**src/rtl/cp0_if.sv**
```systemverilog
// cp0_if -- bundle of the M-stage signals exchanged between the pipeline and
// the coprocessor-0 block.
//
//   A1        pipeline -> cp0   mfc0 read address (rd)
//   A2        pipeline -> cp0   mtc0 write address (rd)
//   CP0In     pipeline -> cp0   mtc0 write data (GPR rt)
//   en        pipeline -> cp0   mtc0 write enable, qualified at M
//   VPC       pipeline -> cp0   PC of the instruction in M
//   BDIn      pipeline -> cp0   M instruction is in a branch delay slot
//   ExcCodeIn pipeline -> cp0   exception code of the M instruction (0 = none)
//   HWInt     pipeline -> cp0   level-sensitive external interrupt lines
//   EXLClr    pipeline -> cp0   eret in M
//   CP0Out    cp0 -> pipeline   combinational mfc0 read data
//   EPCOut    cp0 -> pipeline   current EPC (eret target)
//   Req       cp0 -> pipeline   flush / redirect request
interface cp0_if;
   logic [4:0]  A1;
   logic [4:0]  A2;
   logic [31:0] CP0In;
   logic        en;
   logic [31:0] VPC;
   logic        BDIn;
   logic [4:0]  ExcCodeIn;
   logic [5:0]  HWInt;
   logic        EXLClr;
   logic [31:0] CP0Out;
   logic [31:0] EPCOut;
   logic        Req;

   modport master (
      output A1, A2, CP0In, en, VPC, BDIn, ExcCodeIn, HWInt, EXLClr,
      input  CP0Out, EPCOut, Req
   );

   modport slave (
      input  A1, A2, CP0In, en, VPC, BDIn, ExcCodeIn, HWInt, EXLClr,
      output CP0Out, EPCOut, Req
   );
endinterface

```
**src/rtl/cp0.sv**
```systemverilog
// cp0 -- coprocessor-0 system-control block for the five-stage MIPS pipeline.
// Holds SR (12), Cause (13), EPC (14) and PRId (15); arbitrates hardware
// interrupts against synchronous exceptions; raises the flush/redirect
// request; serves mfc0 reads and mtc0 writes.
//
//   clk    rising-edge clock
//   reset  synchronous, active-low reset
//   bus    cp0_if.slave: read/write ports, M-stage exception info, interrupt
//          lines, eret strobe, read data, EPC and request outputs
module cp0 #(
   parameter logic [31:0] PRID = 32'h2023_0707
) (
   input  logic  clk,
   input  logic  reset,
   cp0_if.slave  bus
);

   localparam logic [4:0] ADDR_SR    = 5'd12;
   localparam logic [4:0] ADDR_CAUSE = 5'd13;
   localparam logic [4:0] ADDR_EPC   = 5'd14;
   localparam logic [4:0] ADDR_PRID  = 5'd15;

   // SR fields
   logic [5:0]  im;
   logic        exl;
   logic        ie;
   // Cause fields
   logic        cause_bd;
   logic [5:0]  cause_ip;
   logic [4:0]  exc_code;
   // EPC
   logic [31:0] epc;

   logic        int_req;
   logic        exc_req;
   logic        req;
   logic        sr_write;
   logic        epc_write;
   logic [31:0] sr_word;
   logic [31:0] cause_word;
   logic [31:0] epc_next;

   // Requests are evaluated on live inputs; EXL masks both sources.
   always_comb begin
      int_req = (|(bus.HWInt & im)) & ie & ~exl;
      exc_req = (bus.ExcCodeIn != 5'd0) & ~exl;
      req     = int_req | exc_req;
   end

   always_comb begin
      sr_write  = bus.en && (bus.A2 == ADDR_SR);
      epc_write = bus.en && (bus.A2 == ADDR_EPC);
      // A delay-slot instruction restarts at its branch; wraps modulo 2^32.
      epc_next  = bus.BDIn ? (bus.VPC - 32'd4) : bus.VPC;
   end

   always_comb begin
      sr_word    = {16'h0000, im, 8'h00, exl, ie};
      cause_word = {cause_bd, 15'h0000, cause_ip, 3'b000, exc_code, 2'b00};
   end

   // Read port sees only registered state, never same-cycle write data.
   always_comb begin
      bus.CP0Out = '0;
      case (bus.A1)
         ADDR_SR:    bus.CP0Out = sr_word;
         ADDR_CAUSE: bus.CP0Out = cause_word;
         ADDR_EPC:   bus.CP0Out = epc;
         ADDR_PRID:  bus.CP0Out = PRID;
         default:    bus.CP0Out = '0;
      endcase
   end

   assign bus.EPCOut = epc;
   assign bus.Req    = req;

   always_ff @(posedge clk) begin
      if (!reset) begin
         im       <= '0;
         exl      <= 1'b0;
         ie       <= 1'b0;
         cause_bd <= 1'b0;
         cause_ip <= '0;
         exc_code <= '0;
         epc      <= '0;
      end else begin
         // Pending-interrupt view tracks the lines unconditionally.
         cause_ip <= bus.HWInt;
         if (req) begin
            // Taking a request drops any same-cycle mtc0 and eret.
            exl      <= 1'b1;
            cause_bd <= bus.BDIn;
            exc_code <= int_req ? 5'd0 : bus.ExcCodeIn;
            epc      <= epc_next;
         end else begin
            if (sr_write) begin
               im  <= bus.CP0In[15:10];
               exl <= bus.CP0In[1];
               ie  <= bus.CP0In[0];
            end
            if (epc_write) begin
               epc <= bus.CP0In;
            end
            // Placed after the SR write so eret wins the EXL bit.
            if (bus.EXLClr) begin
               exl <= 1'b0;
            end
         end
      end
   end

endmodule

```
**src/flat_wrapper.sv**
```systemverilog
// flat-port wrapper written by rule: the top's interface ports become plain ports
module cp0_flat 
#(
   parameter logic [31:0] PRID = 32'h2023_0707
)
  (clk, reset, bus_A1, bus_A2, bus_CP0In, bus_en, bus_VPC, bus_BDIn, bus_ExcCodeIn, bus_HWInt, bus_EXLClr, bus_CP0Out, bus_EPCOut, bus_Req);
  cp0_if bus_i ();
  input  logic clk;
  input  logic reset;
  input wire logic [$bits(bus_i.A1)-1:0] bus_A1;
  input wire logic [$bits(bus_i.A2)-1:0] bus_A2;
  input wire logic [$bits(bus_i.CP0In)-1:0] bus_CP0In;
  input wire logic [$bits(bus_i.en)-1:0] bus_en;
  input wire logic [$bits(bus_i.VPC)-1:0] bus_VPC;
  input wire logic [$bits(bus_i.BDIn)-1:0] bus_BDIn;
  input wire logic [$bits(bus_i.ExcCodeIn)-1:0] bus_ExcCodeIn;
  input wire logic [$bits(bus_i.HWInt)-1:0] bus_HWInt;
  input wire logic [$bits(bus_i.EXLClr)-1:0] bus_EXLClr;
  output wire logic [$bits(bus_i.CP0Out)-1:0] bus_CP0Out;
  output wire logic [$bits(bus_i.EPCOut)-1:0] bus_EPCOut;
  output wire logic [$bits(bus_i.Req)-1:0] bus_Req;
  assign bus_i.A1 = bus_A1;
  assign bus_i.A2 = bus_A2;
  assign bus_i.CP0In = bus_CP0In;
  assign bus_i.en = bus_en;
  assign bus_i.VPC = bus_VPC;
  assign bus_i.BDIn = bus_BDIn;
  assign bus_i.ExcCodeIn = bus_ExcCodeIn;
  assign bus_i.HWInt = bus_HWInt;
  assign bus_i.EXLClr = bus_EXLClr;
  assign bus_CP0Out = bus_i.CP0Out;
  assign bus_EPCOut = bus_i.EPCOut;
  assign bus_Req = bus_i.Req;
  cp0 #(.PRID(PRID)) u_core (.clk(clk), .reset(reset), .bus(bus_i));
endmodule
```
**config.mk**
```make
export PLATFORM = sky130hd
export DESIGN_NAME = cp0_flat
export DESIGN_NICKNAME = d
export VERILOG_FILES = /design/src/rtl/cp0_if.sv /design/src/rtl/cp0.sv /design/src/flat_wrapper.sv
export SDC_FILE = /design/constraint.sdc
export NUM_CORES = 1
export LEC_CHECK = 0
export ABC_AREA = 0
export CORE_UTILIZATION = 40
export DETAILED_ROUTE_END_ITERATION = 12
export PLACE_DENSITY_LB_ADDON = 0.2
export SLEW_MARGIN = 15
export SYNTH_ARGS = -nofsm -noshare
export SYNTH_HDL_FRONTEND = slang
export SYNTH_SLANG_ARGS = --single-unit
```
**constraint.sdc**
```tcl
create_clock -name clk -period 1.9 [get_ports clk]
set_input_delay 0.38 -clock clk [delete_from_list [all_inputs] [get_ports clk]]
set_output_delay 0.38 -clock clk [all_outputs]
set_load 0.01 [all_outputs]
```
==> results by group, run 1 <==
GRT
  • Total grt overflow: 0
  • Initial antenna violation count: 0
  • Gr usage total: 0.300
  • Number of global-route vias before repair: 4708
  • First-pass GRT wire length: 23.3 mm
  • Pin count of the biggest net entering global routing: 31

Route
  • WL/cell: 18.5 um
  • Drt pass-1 iters: 5
  • # DRC: 0
  • Final wirelength: 15.1 mm
  • DR iter-0 viols: 365
  • Via Count: 4847
  • Vias per Instance: 5.95
  • Final ANT Viol Nets: 0

Worst setup path
  • CP Max Fanout: 5
  • Cells on worst reg2reg path: 6
  • Critical Path RT: between 1.5 and 2 ns
  • CP endpoint kind: output port
  • Worst reg2reg path startpoint: u_core.im[1]
  • Reg-to-Reg End: u_core.exc_code[4]
  • CP Launch Type: primary input
  • Worst reg-to-reg setup slack: 0.07 ns
  • Critical path type: in -> out
  • WP data arrival: between 1.5 and 2 ns

Synthesis
  • Synth area leader: dfxtp_1
  • Ys async rst share: 0
  • Synth top area cells: dfxtp_1 28%, mux2i_1 5.8%, o31a_1 5.8%, nor4b_1 5.1%, o41ai_1 4.6%
  • Mapped Cells: 461
  • Post-synth top flop: dfxtp_1
  • Netlist Area Pre-Place: 3780 um2
  • Synthesis warning total: 0
  • Yosys cell types: 53
  • Synth top area share: 0.276
  • Number of synthesized flops with an enable pin: 0
  • Sequential area share after synthesis: 0.276
  • Syn nets: 552
  • Mean Syn Cell Area: 8.19 um2
  • FF+latch count, synth: 52

Clock network
  • Clk_lat worst skew: 0.31 ns
  • CTS tree: yes
  • Max Root-Sink Buffers: 2
  • Clk root buf: clkbuf_8
  • Clock buffer count from CTS: 5
  • Clock Sinks: 52
  • Clock H-tree levels: 2
  • Clk pin slew, worst setup/hold paths: 0.10 ns

Timing
  • Period utilisation layout: 1.01
  • RSZ-0062 raised after global routing: yes
  • Fin. Hold Viols: 0
  • F_max: 522 MHz
  • Min cycle time layout: 1.91 ns
  • Pins over their slew limit: 0
  • Tightest Pin Transition: approximately 0.68 ns
  • Final setup margin: -0.0147 ns
  • Slew margin rel.: 0.546
  • Clock skew: 0.00965 ns
  • Final setup fails: 5

Min path
  • End of the worst hold path: u_core.exc_code[2]
  • Worst Hold Launch: bus_ExcCodeIn[2]
  • Hold path depth: 3
  • HP Class: in -> reg

Floorplanning
  • IO Pins: roughly 160
  • Die span in x: 99.2 um
  • Core ar.: about 9200 um2
  • Rows: 35
  • Initial core utilization: 0.411
  • Die Area: 9840 um2
  • Die Ht: 99.2 um

Power and ir drop
  • Pwr Density: between 400 and 500 nW/um2
  • Power Total: slightly below 3 mW
  • Peak supply drop: 0.000326 V
  • LEAKAGE: roughly 2.6 nW

Finish
  • Area Overhead vs Synth: 73.5%
  • # nets final: 793
  • Util after Layout: 0.713
  • Most frequent cells in the layout: 106 x buf_4, 86 x clkdlybuf4s50_1, 50 x dfxtp_1, 35 x nor2_1
  • Antenna diodes: 0
  • Final non-filler cell total: 814
  • Most common cell after layout, fill and taps aside: buf_4
  • Post-route cell area: ~6600 um2
  • Layout cells sized above 1: 0.324

Placement
  • Placed cells: 790
  • # port buffers: 154
  • RePlAce Congestion: 0.908
  • DP HPWL: around 11 mm
  • Placed inst area: 6150 um2

Status
  • Failing checks: setup timing
  • Status: finished, violations left

Run
  • Max cap viols: 0
==> cells by family after synthesis <==
| kind of cell | after synthesis | share of synthesized area |
|---|---|---|
| and+or+nand+nor | 189 | 0.316 |
| AOI/OAI and AO/OA | 133 | 0.268 |
| buffers and inverters | 56 | 0.0603 |
| DFF | 52 | 0.276 |
| muxes | 22 | 0.0583 |
| xor gates and xnor gates | 8 | 0.0185 |
| adders and majority gates | 1 | 0.00331 |
==> cell type report <==
type,count,area [um2]
fillers,692,2640
flip-flops and latches,52,1040
clock inverters,1,7.51
clock buffers,7,86.3
well taps,111,139
repair buffers,279,2490
multi-input cells,353,2750
inverters,11,41.3
==> cells in the mapped netlist (all sizes together), types with 5 or more instances <==
cell type and count:
inv 11, a211oi 22, o21a 5, a22oi 8, nor3 11, buf 10, nor2 38, nor4 17
and2 19, nand2 24, a2111oi 5, nand3 7, or3 8, mux2i 22, nor2b 5, or4 12
a21oi 14, dfxtp 52, a31oi 14, o31a 25, o31ai 8, nor4b 23, o41ai 20, nand4 6
clkbuf 35
==> timing repair <==
| action | in CTS | in global routing |
|---|---|---|
| endpoints found under the setup margin | 69 | 46 |
| gates resized for setup | 173 | 56 |
| setup buffers | 12 | 3 |
| hold buffers | 0 | 0 |
| cloned | 3 | 0 |
| pin swaps | 21 | 19 |
==> sequential cells by signal, summed over array words and instances (netlist names) <==
| name | cells |
|---|---|
| u_core.exc_code | 5 |
| u_core.exl | 1 |
| u_core.im | 6 |
| u_core.ie | 1 |
| u_core.bus.EPCOut | 32 |
| u_core.cause_ip | 6 |
| u_core.cause_bd | 1 |
==> where the power goes <==
group          switching (mW)  internal [mW]  leakage (nW)
registers              0.0820           1.17         0.432
logic                   0.450          0.555          2.08
clock network           0.373          0.297        0.0445
total                   0.906           2.03          2.56
==> worst max path at each step <==
stage                     start  depth (start not counted)             end
6_report              bus_A1[4]                          8  bus_CP0Out[25]
3_5_place_dp          bus_A1[1]                          6   bus_CP0Out[7]
4_1_cts        bus_ExcCodeIn[2]                          6         bus_Req
2_1_floorplan         bus_A1[1]                          5  bus_CP0Out[18]
3_3_place_gp       bus_HWInt[1]                          7         bus_Req
5_1_grt               bus_A1[4]                          8  bus_CP0Out[25]
==> layer usage <==
layer / up-vias / wire length (um) / global-route usage
met5: - / 0 / 0
li1: 2285 / - / -
met1: 2315 / 6300 / 0.390
met2: 218 / 7520 / 0.529
met3: 29 / 1010 / 0.0379
met4: 0 / 235 / 0.0690
==> critical path, stage by stage <==
cell,delay (ns)
buf_6,0.08
nand3b_1,0.25
buf_4,0.20
nor2b_4,0.14
buf_6,0.13
buf_6,0.12
and2_4,0.14
buf_6,0.09
==> per-stage QoR <==
stage	hold WS (ns)	setup WS, ns	TNS, ns
after detailed placement	0.570	-0.649	-37.28
after global routing	0.437	-0.0447	-0.305
final	0.440	-0.0147	-0.0540
after global placement	0.566	-0.663	-35.64
after CTS	0.428	0.00124	0
after floorplan	0.444	0.0345	0
Power figures use the tool's default switching activity.
==> run 2: changes to the inputs <==
Settings changed: CORE_MARGIN set to 4, REMOVE_ABC_BUFFERS set to 1.
==> run 2 against run 1 <==
  * The flow still finishes with violations (setup timing)
  * Critical endpoint is now bus_CP0Out[28]
  * Die area increased by 12%
  * Sequential cell count unchanged
  * Sequential power about the same
  * Cell count fell by 0.86%
  * Utilization rose by 0.30 points
  * Design area up 0.42%
  * Clock skew is 0.0011 ns higher
  * Setup slack improved by 0.00066 ns
  * Critical path depth is the same
  * Clock power grew 58%
  * Via count grew 1.4%
==> results by group, run 2 (synthesized netlist as in run 1, its figures left out) <==
Power and ir drop
  • Peak supply drop: ~0.00037 V
  • Pwr Density: 508 nW/um2
  • Power Total: around 3.3 mW
  • LEAKAGE: 2.59 nW

Placement
  • Placed cells: a little under 800
  • RePlAce Congestion: 0.923
  • DP Worst Slack: -0.737 ns
  • Placed inst area: 6040 um2
  • # port buffers: roughly 150
  • DP HPWL: 11.3 mm

Run
  • Max cap viols: 0

GRT
  • Gr usage total: 0.266
  • Initial antenna violation count: 0
  • Pin count of the biggest net entering global routing: 31
  • Number of global-route vias before repair: 4802
  • Total grt overflow: 0
  • First-pass GRT wire length: about 24 mm

Timing
  • Period utilisation layout: 1.01
  • Pins over their slew limit: 0
  • Tightest Pin Transition: 0.752 ns
  • Final setup fails: 3
  • Hold slack: 0.442 ns
  • RSZ-0062 raised after global routing: yes
  • Clock skew: approximately 0.011 ns
  • Fin. Hold Viols: 0
  • F_max: 522 MHz
  • Min cycle time layout: ~1.9 ns
  • Slew margin rel.: 0.498
  • Final setup margin: -0.0141 ns
  • Fin Setup TNS: -0.0392 ns

Status
  • Failing checks: setup timing
  • Status: finished, violations left

Clock network
  • Clock H-tree levels: 2
  • Clock buffer count from CTS: 5
  • CTS tree: yes
  • Clock Sinks: 52
  • Clk root buf: clkbuf_8
  • Clk_lat worst skew: 0.31 ns
  • Max Root-Sink Buffers: 2
  • Clk pin slew, worst setup/hold paths: 0.11 ns
  • CTS Hold Bufs: 0

Floorplanning
  • Core ar.: 9200 um2
  • Rows: 35
  • IO Pins: around 160
  • Die Area: ~11000 um2
  • Die Ht: 105 um
  • Die span in x: 105 um
  • Initial core utilization: 0.411

Min path
  • Worst Hold Launch: bus_HWInt[0]
  • Hold path depth: 2
  • HP Class: in -> reg
  • End of the worst hold path: u_core.cause_ip[0]

Worst setup path
  • WP data arrival: 1.53 ns
  • Cells on worst reg2reg path: 7
  • Reg-to-Reg End: u_core.bus.EPCOut[16]
  • CP Launch Type: primary input
  • CP delay by family, top: buffers and inverters
  • Critical path type: in -> out
  • Critical Path RT: 1.52 ns
  • Cell depth of the worst setup path: 8
  • Worst reg-to-reg setup slack: 0.08 ns
  • Slowest stage delay, CP: 0.19 ns
  • Worst reg2reg path startpoint: u_core.im[0]
  • CP Max Fanout: 5
  • CP endpoint kind: output port
  • Crit-path most repeated cell: buf_6
  • Slowest stage cell, crit path: buf_6
  • Worst-path cell chain: clkdlybuf4s15_1 > nand3b_1 > buf_6 > nor2b_4 > buf_6 > buf_6 > and2_4 > buf_6
  • CP bufs+invs: 5

Finish
  • Antenna diodes: 0
  • Layout cells sized above 1: 0.312
  • Most common cell after layout, fill and taps aside: buf_4
  • Util after Layout: 0.716
  • # nets final: 786
  • # fillers: about 740
  • Area of the multi-input gates: 2750 um2
  • Sequential Area: 1050 um2
  • Most frequent cells in the layout: 92 x buf_4, 83 x clkdlybuf4s50_1, 48 x dfxtp_1, 35 x nor2_1, 26 x buf_6
  • Area Overhead vs Synth: 74.2%
  • Max reg flops: 32
  • Final non-filler cell total: 807
  • Post-route cell area: 6580 um2

Route
  • Drt pass-1 iters: 5
  • Final wirelength: ~16 mm
  • # DRC: 0
  • DR iter-0 viols: about 350
  • Final ANT Viol Nets: 0
  • Vias per Instance: 6.09
  • Via Count: 4917
  • WL/cell: 19.7 um
[run 2: how the worst max path moves through the flow]
| stage | start | endpoint |
|---|---|---|
| after floorplan | bus_HWInt[1] | bus_Req |
| after global placement | bus_HWInt[2] | bus_Req |
| after detailed placement | bus_HWInt[2] | bus_Req |
| after CTS | bus_A1[1] | bus_CP0Out[31] |
| after global routing | bus_A1[4] | bus_CP0Out[18] |
| final | bus_A1[3] | bus_CP0Out[28] |
[run 2: layer usage]
| layer | track usage | up-vias | part of all wire |
|---|---|---|---|
| met4 | 0.0815 | 0 | 0.027 |
| li1 | - | 2271 | - |
| met3 | 0.0383 | 37 | 0.069 |
| met5 | 0 | - | 0 |
| met2 | 0.467 | 234 | 0.50 |
| met1 | 0.337 | 2375 | 0.41 |
[run 2: timing repair]
action | 4_1_cts | 5_1_grt
resized for setup | 162 | 66
buffers inserted | 16 | 6
endpoints found under the setup margin | 71 | 57
gates cloned | 3 | 0
pin swaps | 20 | 20
[run 2: cell type report]
class                           count  share of cell area
Clock buffer                        5              0.0105
Clock inverter                      3              0.0137
Inverter                           11             0.00627
Multi-Input combinational cell    353               0.417
Sequential cell                    52               0.159
Tap cell                          111              0.0211
Timing Repair Buffer              272               0.372
[run 2: where the power goes]
group | internal, mW | total, mW | switching (mW)
clock | 0.659 | 1.06 | 0.402
combinational | 0.564 | 1.04 | 0.473
sequential | 1.17 | 1.24 | 0.0706
total | 2.40 | 3.34 | 0.946
